[src/rtl/fxp_pkg.sv]
`default_nettype none
// ============================================================================
//  Module      : fxp_pkg
//  Description : Shared constants and helpers for the fixed-point multiplier.
//  Revision    : 1.0 - initial pipelined release
// ============================================================================
package fxp_pkg;

  localparam int W_DEFAULT    = 12;
  localparam int FRAC_DEFAULT = 4;

  localparam logic ROUND_TRUNC   = 1'b0;
  localparam logic ROUND_HALF_UP = 1'b1;

  // Largest unsigned value representable in w bits (w <= 32).
  function automatic logic [31:0] fxp_max(input int w);
    return 32'((64'd1 << w) - 64'd1);
  endfunction

endpackage
`default_nettype wire

[src/rtl/fxp_mult_pipe_if.sv]
`default_nettype none
// ============================================================================
//  Module      : fxp_mult_pipe_if
//  Description : Operand/result handshake bundle of the fixed-point multiplier.
//  Revision    : 1.0 - initial pipelined release
// ============================================================================
interface fxp_mult_pipe_if #(
  parameter int W     = 12,
  parameter int TAG_W = 4
);
  logic             in_valid;
  logic             in_ready;
  logic [W-1:0]     in_a;
  logic [W-1:0]     in_b;
  logic             in_round;
  logic [TAG_W-1:0] in_tag;
  logic             out_valid;
  logic             out_ready;
  logic [W-1:0]     out_p;
  logic             out_ovf;
  logic [TAG_W-1:0] out_tag;

  modport master (
    output in_valid, in_a, in_b, in_round, in_tag, out_ready,
    input  in_ready, out_valid, out_p, out_ovf, out_tag
  );

  modport slave (
    input  in_valid, in_a, in_b, in_round, in_tag, out_ready,
    output in_ready, out_valid, out_p, out_ovf, out_tag
  );
endinterface
`default_nettype wire

[src/rtl/fxp_mult_core.sv]
`default_nettype none
// ============================================================================
//  Module      : fxp_mult_core
//  Description : Combinational unsigned fixed-point multiply, round, overflow.
//                FXP_MULT_SAT_EN selects saturation on overflow (else wrap).
//  Revision    : 1.0 - initial pipelined release
// ============================================================================
module fxp_mult_core
  import fxp_pkg::*;
#(
  parameter int W    = W_DEFAULT,
  parameter int FRAC = FRAC_DEFAULT
) (
  input  logic [W-1:0] a,
  input  logic [W-1:0] b,
  input  logic         round,
  output logic [W-1:0] p,
  output logic         ovf
);

  logic [2*W-1:0] w_a_ext;
  logic [2*W-1:0] w_b_ext;
  logic [2*W-1:0] w_prod;
  logic [2*W-1:0] w_prod_rnd;
  logic [2*W-1:0] w_r;

  assign w_a_ext = {{W{1'b0}}, a};
  assign w_b_ext = {{W{1'b0}}, b};
  assign w_prod  = w_a_ext * w_b_ext;

  // The rounded product always fits in 2W bits, so no carry is lost here.
  generate
    if (FRAC > 0) begin : g_round
      localparam logic [2*W-1:0] c_half = {{(2*W-1){1'b0}}, 1'b1} << (FRAC - 1);
      assign w_prod_rnd = w_prod + ((round == ROUND_HALF_UP) ? c_half : '0);
    end else begin : g_no_round
      assign w_prod_rnd = w_prod;
    end
  endgenerate

  assign w_r = w_prod_rnd >> FRAC;
  assign ovf = |w_r[2*W-1:W];

`ifdef FXP_MULT_SAT_EN
  assign p = ovf ? W'(fxp_max(W)) : w_r[W-1:0];
`else
  assign p = w_r[W-1:0];
`endif

endmodule
`default_nettype wire

[src/rtl/fxp_mult_pipe.sv]
`default_nettype none
// ============================================================================
//  Module      : fxp_mult_pipe
//  Description : Elastic pipelined fixed-point multiplier with tag pass-through
//                and saturating overflow counter. Build option FXP_MULT_SAT_EN.
//  Revision    : 1.0 - initial pipelined release
// ============================================================================
module fxp_mult_pipe
  import fxp_pkg::*;
#(
  parameter int W      = W_DEFAULT,
  parameter int FRAC   = FRAC_DEFAULT,
  parameter int STAGES = 2,
  parameter int TAG_W  = 4,
  parameter int CNT_W  = 8
) (
  input  logic             clk,
  input  logic             rst_n,
  fxp_mult_pipe_if.slave   bus,
  input  logic             ovf_clr,
  output logic [CNT_W-1:0] ovf_cnt
);

  localparam logic [CNT_W-1:0] c_cnt_max = '1;

  logic [W-1:0]      w_core_p;
  logic              w_core_ovf;
  logic [STAGES-1:0] w_v;
  logic [STAGES-1:0] w_load;
  logic              w_out_xfer;
  logic [CNT_W-1:0]  r_ovf_cnt;

  fxp_mult_core #(
    .W    (W),
    .FRAC (FRAC)
  ) u_core (
    .a     (bus.in_a),
    .b     (bus.in_b),
    .round (bus.in_round),
    .p     (w_core_p),
    .ovf   (w_core_ovf)
  );

  // A stage may load when it is empty or everything downstream of it moves.
  always_comb begin
    logic l_acc;
    l_acc  = bus.out_ready;
    w_load = '0;
    for (int k = STAGES - 1; k >= 0; k--) begin
      l_acc     = ~w_v[k] | l_acc;
      w_load[k] = l_acc;
    end
  end

  generate
    for (genvar k = 0; k < STAGES; k++) begin : g_stage
      logic             r_v;
      logic [W-1:0]     r_p;
      logic             r_ovf;
      logic [TAG_W-1:0] r_tag;
      logic             w_src_v;
      logic [W-1:0]     w_src_p;
      logic             w_src_ovf;
      logic [TAG_W-1:0] w_src_tag;

      if (k == 0) begin : g_head
        assign w_src_v   = bus.in_valid;
        assign w_src_p   = w_core_p;
        assign w_src_ovf = w_core_ovf;
        assign w_src_tag = bus.in_tag;
      end else begin : g_body
        assign w_src_v   = g_stage[k-1].r_v;
        assign w_src_p   = g_stage[k-1].r_p;
        assign w_src_ovf = g_stage[k-1].r_ovf;
        assign w_src_tag = g_stage[k-1].r_tag;
      end

      always_ff @(posedge clk or negedge rst_n) begin
        if (!rst_n) begin
          r_v   <= 1'b0;
          r_p   <= '0;
          r_ovf <= 1'b0;
          r_tag <= '0;
        end else if (w_load[k]) begin
          r_v <= w_src_v;
          if (w_src_v) begin
            r_p   <= w_src_p;
            r_ovf <= w_src_ovf;
            r_tag <= w_src_tag;
          end
        end
      end

      assign w_v[k] = r_v;
    end
  endgenerate

  assign bus.in_ready  = w_load[0];
  assign bus.out_valid = g_stage[STAGES-1].r_v;
  assign bus.out_p     = g_stage[STAGES-1].r_p;
  assign bus.out_ovf   = g_stage[STAGES-1].r_ovf;
  assign bus.out_tag   = g_stage[STAGES-1].r_tag;

  assign w_out_xfer = bus.out_valid & bus.out_ready;

  always_ff @(posedge clk or negedge rst_n) begin
    if (!rst_n) begin
      r_ovf_cnt <= '0;
    end else if (ovf_clr) begin
      r_ovf_cnt <= '0;
    end else if (w_out_xfer && bus.out_ovf && (r_ovf_cnt != c_cnt_max)) begin
      r_ovf_cnt <= r_ovf_cnt + 1'b1;
    end
  end

  assign ovf_cnt = r_ovf_cnt;

endmodule
`default_nettype wire
[src/flat_wrapper.sv]
// flat-port wrapper written by rule: the top's interface ports become plain ports
module fxp_mult_pipe_flat import fxp_pkg::*;
#(
  parameter int W      = W_DEFAULT,
  parameter int FRAC   = FRAC_DEFAULT,
  parameter int STAGES = 2,
  parameter int TAG_W  = 4,
  parameter int CNT_W  = 8
)
  (clk, rst_n, ovf_clr, ovf_cnt, bus_in_valid, bus_in_a, bus_in_b, bus_in_round, bus_in_tag, bus_out_ready, bus_in_ready, bus_out_valid, bus_out_p, bus_out_ovf, bus_out_tag);
  fxp_mult_pipe_if #(.W(W), .TAG_W(TAG_W)) bus_i ();
  input  logic clk;
  input  logic rst_n;
  input  logic ovf_clr;
  output logic [CNT_W-1:0] ovf_cnt;
  input wire logic [$bits(bus_i.in_valid)-1:0] bus_in_valid;
  input wire logic [$bits(bus_i.in_a)-1:0] bus_in_a;
  input wire logic [$bits(bus_i.in_b)-1:0] bus_in_b;
  input wire logic [$bits(bus_i.in_round)-1:0] bus_in_round;
  input wire logic [$bits(bus_i.in_tag)-1:0] bus_in_tag;
  input wire logic [$bits(bus_i.out_ready)-1:0] bus_out_ready;
  output wire logic [$bits(bus_i.in_ready)-1:0] bus_in_ready;
  output wire logic [$bits(bus_i.out_valid)-1:0] bus_out_valid;
  output wire logic [$bits(bus_i.out_p)-1:0] bus_out_p;
  output wire logic [$bits(bus_i.out_ovf)-1:0] bus_out_ovf;
  output wire logic [$bits(bus_i.out_tag)-1:0] bus_out_tag;
  assign bus_i.in_valid = bus_in_valid;
  assign bus_i.in_a = bus_in_a;
  assign bus_i.in_b = bus_in_b;
  assign bus_i.in_round = bus_in_round;
  assign bus_i.in_tag = bus_in_tag;
  assign bus_i.out_ready = bus_out_ready;
  assign bus_in_ready = bus_i.in_ready;
  assign bus_out_valid = bus_i.out_valid;
  assign bus_out_p = bus_i.out_p;
  assign bus_out_ovf = bus_i.out_ovf;
  assign bus_out_tag = bus_i.out_tag;
  fxp_mult_pipe #(.W(W), .FRAC(FRAC), .STAGES(STAGES), .TAG_W(TAG_W), .CNT_W(CNT_W)) u_core (.clk(clk), .rst_n(rst_n), .bus(bus_i), .ovf_clr(ovf_clr), .ovf_cnt(ovf_cnt));
endmodule
[config.mk]
export PLATFORM = sky130hd
export DESIGN_NAME = fxp_mult_pipe_flat
export DESIGN_NICKNAME = d
export VERILOG_FILES = /design/src/rtl/fxp_pkg.sv /design/src/rtl/fxp_mult_pipe_if.sv /design/src/rtl/fxp_mult_core.sv /design/src/rtl/fxp_mult_pipe.sv /design/src/flat_wrapper.sv
export SDC_FILE = /design/constraint.sdc
export NUM_CORES = 1
export LEC_CHECK = 0
export ABC_AREA = 1
export CORE_MARGIN = 8
export CORE_UTILIZATION = 35
export CTS_CLUSTER_DIAMETER = 30
export DETAILED_ROUTE_END_ITERATION = 8
export DONT_BUFFER_PORTS = 1
export SYNTH_ARGS = -nofsm -noshare
export SYNTH_HDL_FRONTEND = slang
export SYNTH_HIERARCHICAL = 1
export SYNTH_SLANG_ARGS = --single-unit
export TNS_END_PERCENT = 1
[constraint.sdc]
create_clock -name clk -period 1.14 [get_ports clk]
set_input_delay 0.114 -clock clk [delete_from_list [all_inputs] [get_ports clk]]
set_output_delay 0.114 -clock clk [all_outputs]
set_load 0.05 [all_outputs]
[Word-level counts from Yosys, hierarchy flattened]
Cells that the tools add are included.
Operators by class
  $add $sub $neg: 2
  multipliers: 1
  equality and inequality tests: 1
  multiplexer cells: 3
  bitwise gates (word level): 5
  reduce and logical (&&, ||, !) cells: 6
Operators with widths (count)
  $add A24 B4 Y24: 1
  $mul A12 B12 Y24: 1
  $mux W8: 2
  $add A8 B1 Y8 const B: 1
  $ne A8 B8 Y1 const B: 1
  $reduce_or A8 Y1: 1
  $mux W4: 1
  $reduce_and A2 Y1: 2
  $logic_and A1 B1 Y1: 2
  $not A1 Y1: 2
  $or A1 B1 Y1: 2
  $reduce_bool A2 Y1: 1
  $and A1 B1 Y1: 1
Word-level totals
  register bits: 44
  logic and storage cells: 27

[Depth between registers and ports, before layout]
  depth in word-level cells: 5
  gate-level depth with buffers: 29
  gate-level depth less buffers: 28

[Hierarchy]
The synthesis kept the hierarchy.
By module, submodules not included
  fxp_mult_core: times used 1, cells an instance 819, area an instance 5486.5 µm², seq. area each 0.0 µm²
  fxp_mult_pipe: times used 1, cells an instance 193, area an instance 1870.5 µm², seq. area each 1101.1 µm²

[Least setup slack after synthesis]
No wires, ideal clock.
  path type: in2reg
  start: input port bus_in_a[9]
  end: register u_core.g_stage[0].r_ovf
  setup time: 121 ps
  data arrival time: 4442 ps
  required time: 1019 ps
  path slack: -3423 ps
  cell stages on the path: 25
  path through: clkbuf_1 nand2_1 fa_1 inv_1 fa_1 fa_1 fa_1 inv_1 fa_1 inv_1 ha_1 nand2_1 inv_1 a21oi_1 nand2_1 nand2_1 nand3_1 nand2_1 nand2_1 inv_1 nand2_1 nor2_1 nand2_1 nor2_1 a21oi_1
On the way
  longest elaborated chain between the ends: 3
RTL lines
  start, declared: RTL line flat_wrapper.sv:17  | input wire logic [$bits(bus_i.in_a)-1:0] bus_in_a;
  $mul A12 B12 Y24: RTL line fxp_mult_core.sv:29  | assign w_prod = w_a_ext * w_b_ext;
  $add A24 B4 Y24: RTL line fxp_mult_core.sv:35  | assign w_prod_rnd = w_prod + ((round == ROUND_HALF_UP) ? c_half : '0);
  $reduce_or A8 Y1: RTL line fxp_mult_core.sv:42  | assign ovf = |w_r[2*W-1:W];
  net u_core.g_stage[0].w_src_ovf: RTL line fxp_mult_pipe.sv:63  | logic w_src_ovf;
  end signal, assigned: RTL line fxp_mult_pipe.sv:88  | r_ovf <= w_src_ovf;
  end, declared: RTL line fxp_mult_pipe.sv:59  | logic r_ovf;
The timed path passes the listed nets, and every way through them passes these cells.
A chain may end at the register's enable or synchronous reset.

[Final worst setup path]
  start: input port bus_in_a[8]
  end: register u_core.g_stage[0].r_ovf
Same word-level chain as after synthesis.

==> results.tsv <==
stage	metric	value	unit
status	status	finished, violations left	
status	failing checks	negative hold slack, negative setup slack	
sta	RSZ-0062 raised after global routing	yes	
route	DR WL/cell	13.3	um
setup_path	Setup crit end	u_core/g_stage[0].r_ovf	
synth	Cells after Synth	1012	
pwr	Pwr Total	27800	uW
hold_path	Hold Path Class	primary input to async pin	
synth	Yosys warnings	6	
pwr	switching power	14100	uW
route	Post-DRT Antenna Nets	0	
grt	number of global-route vias before repair	6429	
clocking	Root Buffer	clkbuf_16	
setup_path	WP data required	1.30	ns
sta	Final Max Tran Viols	0	
die	Core ar.	20800	um^2
route	initial DRC count	289	
grt	initial antenna violation count	0	
clocking	Max clock buf depth	2	
route	DRC viols	0	
synth	Seq/Total Area, Yosys	15.0	%
synth	syn_area_per_cell	7.27	um^2
sta	clk_skew	0.00725	ns
grt	total track usage	14.3	%
job	Max Cap Viol	0	
setup_path	worst flop-to-flop path endpoint	u_core/ovf_cnt[5]	
sta	final setup vio count	23	
synth	Synth Net Count	1213	
setup_path	Critical Path Source Type	primary input	
pwr	Pwr Density	3130	nW/um^2
cells_and_area	share of layout cells above drive strength 1	19.4	%
route	DR vias	6096	
place	Final HPWL DP	14.4	mm
clocking	worst skew pair latency	0.28	ns
route	Post-Route WL	18.0	mm
synth	synth top area cells	fa_1 27%, nand2_1 16%, dfrtp_1 15%	
clocking	CTS tree	built	
cells_and_area	fill count	2155	
synth	share of the synthesized area in the top cell type	27.2	%
clocking	clock slew at reported path FFs	0.06	ns
sta	Worst Hold Slack	-0.472	ns
pwr	Pint	13700	uW
synth	Post-Syn Area	7360	um^2
setup_path	Setup CP Type	primary input to flip-flop	
place	pre-CTS setup slack	-3.29	ns
cells_and_area	most frequent cells in the layout	292 x nand2_1, 265 x inv_1, 99 x fa_1	
place	placed cell count	1340	
setup_path	critical path startpoint	bus_in_a[8]	
cells_and_area	Final #Nets	1278	
sta	Hold Vio Cnt, Final	44	
die	Cell Rows	53	
grt	first-pass GRT wire length	31.2	mm
setup_path	worst path arrival time	4.16	ns
cells_and_area	# diodes	0	
clocking	total CTS buffers	5	
setup_path	Reg2Reg Setup Slack	-0.13	ns
die	Initial Utilization	35.3	%
cells_and_area	Area Overhead vs Synth	20.6	%
die	die height	161	um
synth	#FFs+latches synth	44	
route	DR pass1 iterations	4	
sta	part of the cycle the worst path needs	351	%
route	vias per cell	4.51	
setup_path	R2R depth	7	
sta	worst setup margin	-2.86	ns
die	IO Count	61	
pwr	Seq pwr share	8.6	%
setup_path	Crit Path Max Fanout	12	
synth	leading area contributor after synthesis	fa_1	
sta	Period minus WS final	4.00	ns
die	die footprint	25900	um^2
clocking	total setup buffers inserted after CTS	0	
pwr	Combinational Power Share	86.2	%
place	IO buf count	0	
place	GP Congestion	0.868	
cells_and_area	Cell Count, Final, Fillers Out	1352	
clocking	CTS Hold Bufs	5	
pwr	Max VDD drop	2.21	mV
synth	Synth cell types	32	
pwr	leakage	0.00509	uW
pwr	Clk network pwr share	5.2	%
setup_path	RR Startpoint	u_core/ovf_cnt[1]	
cells_and_area	commonest non-fill, non-tap cell in the layout	nand2_1	
setup_path	Worst Setup End Kind	flip-flop	
pwr	sw frac	50.6	%
sta	Max transition margin	74.5	%
die	Die X	161	um
sta	slew of the pin with the lowest slew margin	0.381	ns
sta	highest clock rate	0.250	GHz
clocking	Clock Sink Count	44	
clocking	depth of the CTS H-tree	2	
grt	largest net degree at the start of global routing	45	
grt	Remaining Overflow, GRT	0	
[per-layer routing]
layer / up-vias / track usage (%) / part of all wire [%]
met3: 11 / 1.50 / 3.9
met5: - / 0 / 0
met1: 2938 / 18.5 / 44
li1: 3047 / - / -
met4: 0 / 1.98 / 0.76
met2: 100 / 25.9 / 51
[how the worst min path moves through the flow]
| stage | from | end | slack (ns) | cells past startpoint |
|---|---|---|---|---|
| after floorplan | rst_n | u_core/bus.out_ovf | -0.18 | 0 |
| after global placement | rst_n | u_core/ovf_cnt[2] | -0.18 | 0 |
| after detailed placement | rst_n | u_core/ovf_cnt[3] | -0.18 | 0 |
| after CTS | rst_n | u_core/ovf_cnt[3] | -0.48 | 0 |
| after global routing | rst_n | u_core/ovf_cnt[3] | -0.49 | 0 |
| final | rst_n | u_core/ovf_cnt[4] | -0.47 | 0 |
[cells in the mapped netlist]
cell	n
nand2_1	315
inv_1	270
fa_1	100
ha_1	67
dfrtp_1	44
nor2_1	39
nand3_1	35
clkbuf_1	24
a21oi_1	23
nand2_2	14
o21ai_0	10
xor2_1	10
nor2_2	7
inv_2	6
mux2_2	6
nand4_1	6
xnor2_1	6
buf_2	4
mux2_1	3
nor2_4	3
nor3_1	3
o21ai_2	3
a31oi_1	2
nand2_4	2
nand3b_1	2
o21bai_1	2
and2_1	1
buf_4	1
buf_6	1
clkinv_4	1
nand3_2	1
or2_1	1
[sequential cells by signal, indices dropped and copies added (netlist names)]
signal and count:
u_core/g_stage.r_tag 4, u_core/ovf_cnt 8, u_core/bus.out_valid 1, u_core/g_stage.r_p 12
u_core/bus.out_p 12, u_core/bus.out_tag 4, u_core/g_stage.r_ovf 1, u_core/g_stage.r_v 1
u_core/bus.out_ovf 1
[what timing repair did]
action,CTS,global route
gates resized for setup,46,27
cloned,0,0
hold endpoints to repair,54,44
pin swaps,43,19
endpoints found under the setup margin,22,41
[layout make-up]
type                       instances  area (um^2)  area share, %
clock buffer                       7          153           1.72
inverter                         277         1040           11.8
sequential                        44         1100           12.4
tap                              275          344           3.88
multi-input combinational        661         5540           62.5
timing repair buffer              88          684           7.71
[worst max-delay path: stages]
cell	delay, ns
nand2_1	0.04
inv_1	0.05
fa_1	0.52
inv_1	0.05
fa_1	0.49
fa_1	0.56
inv_1	0.06
fa_1	0.59
ha_4	0.22
ha_4	0.28
nand2_1	0.07
buf_4	0.13
nor2_2	0.15
inv_2	0.06
nor2_2	0.10
nand3_1	0.12
nand3_1	0.10
nand2_1	0.05
nand2_1	0.05
nand2_1	0.05
nor2_1	0.10
nand2_1	0.07
nor2_1	0.09
a21oi_1	0.04
[power groups by stage]
stage               Combinational [uW]  Clock (uW)  Sequential (uW)
global placement                 20900           0             2410
CTS                              22800        1500             2400
floorplan                        13500           0             3390
global route                     26700        1570             2470
detailed placement               21000           0             2420
finish                           23900        1440             2400
[logic make-up (layout without fill, tap and decap cells)]
family	count (synthesis)	after routing	share of synthesized area [%]
adders and majority gates	167	167	38.6
AOI/OAI and AO/OA	40	40	2.98
DFF	44	44	15.0
muxes	9	9	1.38
buffers and inverters	307	372	16.0
and+or+nand+nor	429	429	24.2
xor gates and xnor gates	16	16	1.90
[metrics by stage]
step	util [%]	instance area [um^2]	hold slack, ns	TNS, ns
after detailed placement	39.9	8310	-0.181	-35.90
final	42.6	8870	-0.472	-30.56
after global placement	39.9	8310	-0.180	-35.54
after CTS	42.0	8750	-0.484	-30.63
after floorplan	-	7590	-0.182	-41.43
after global routing	42.6	8870	-0.489	-33.89
(Power assumes the default switching activity.)
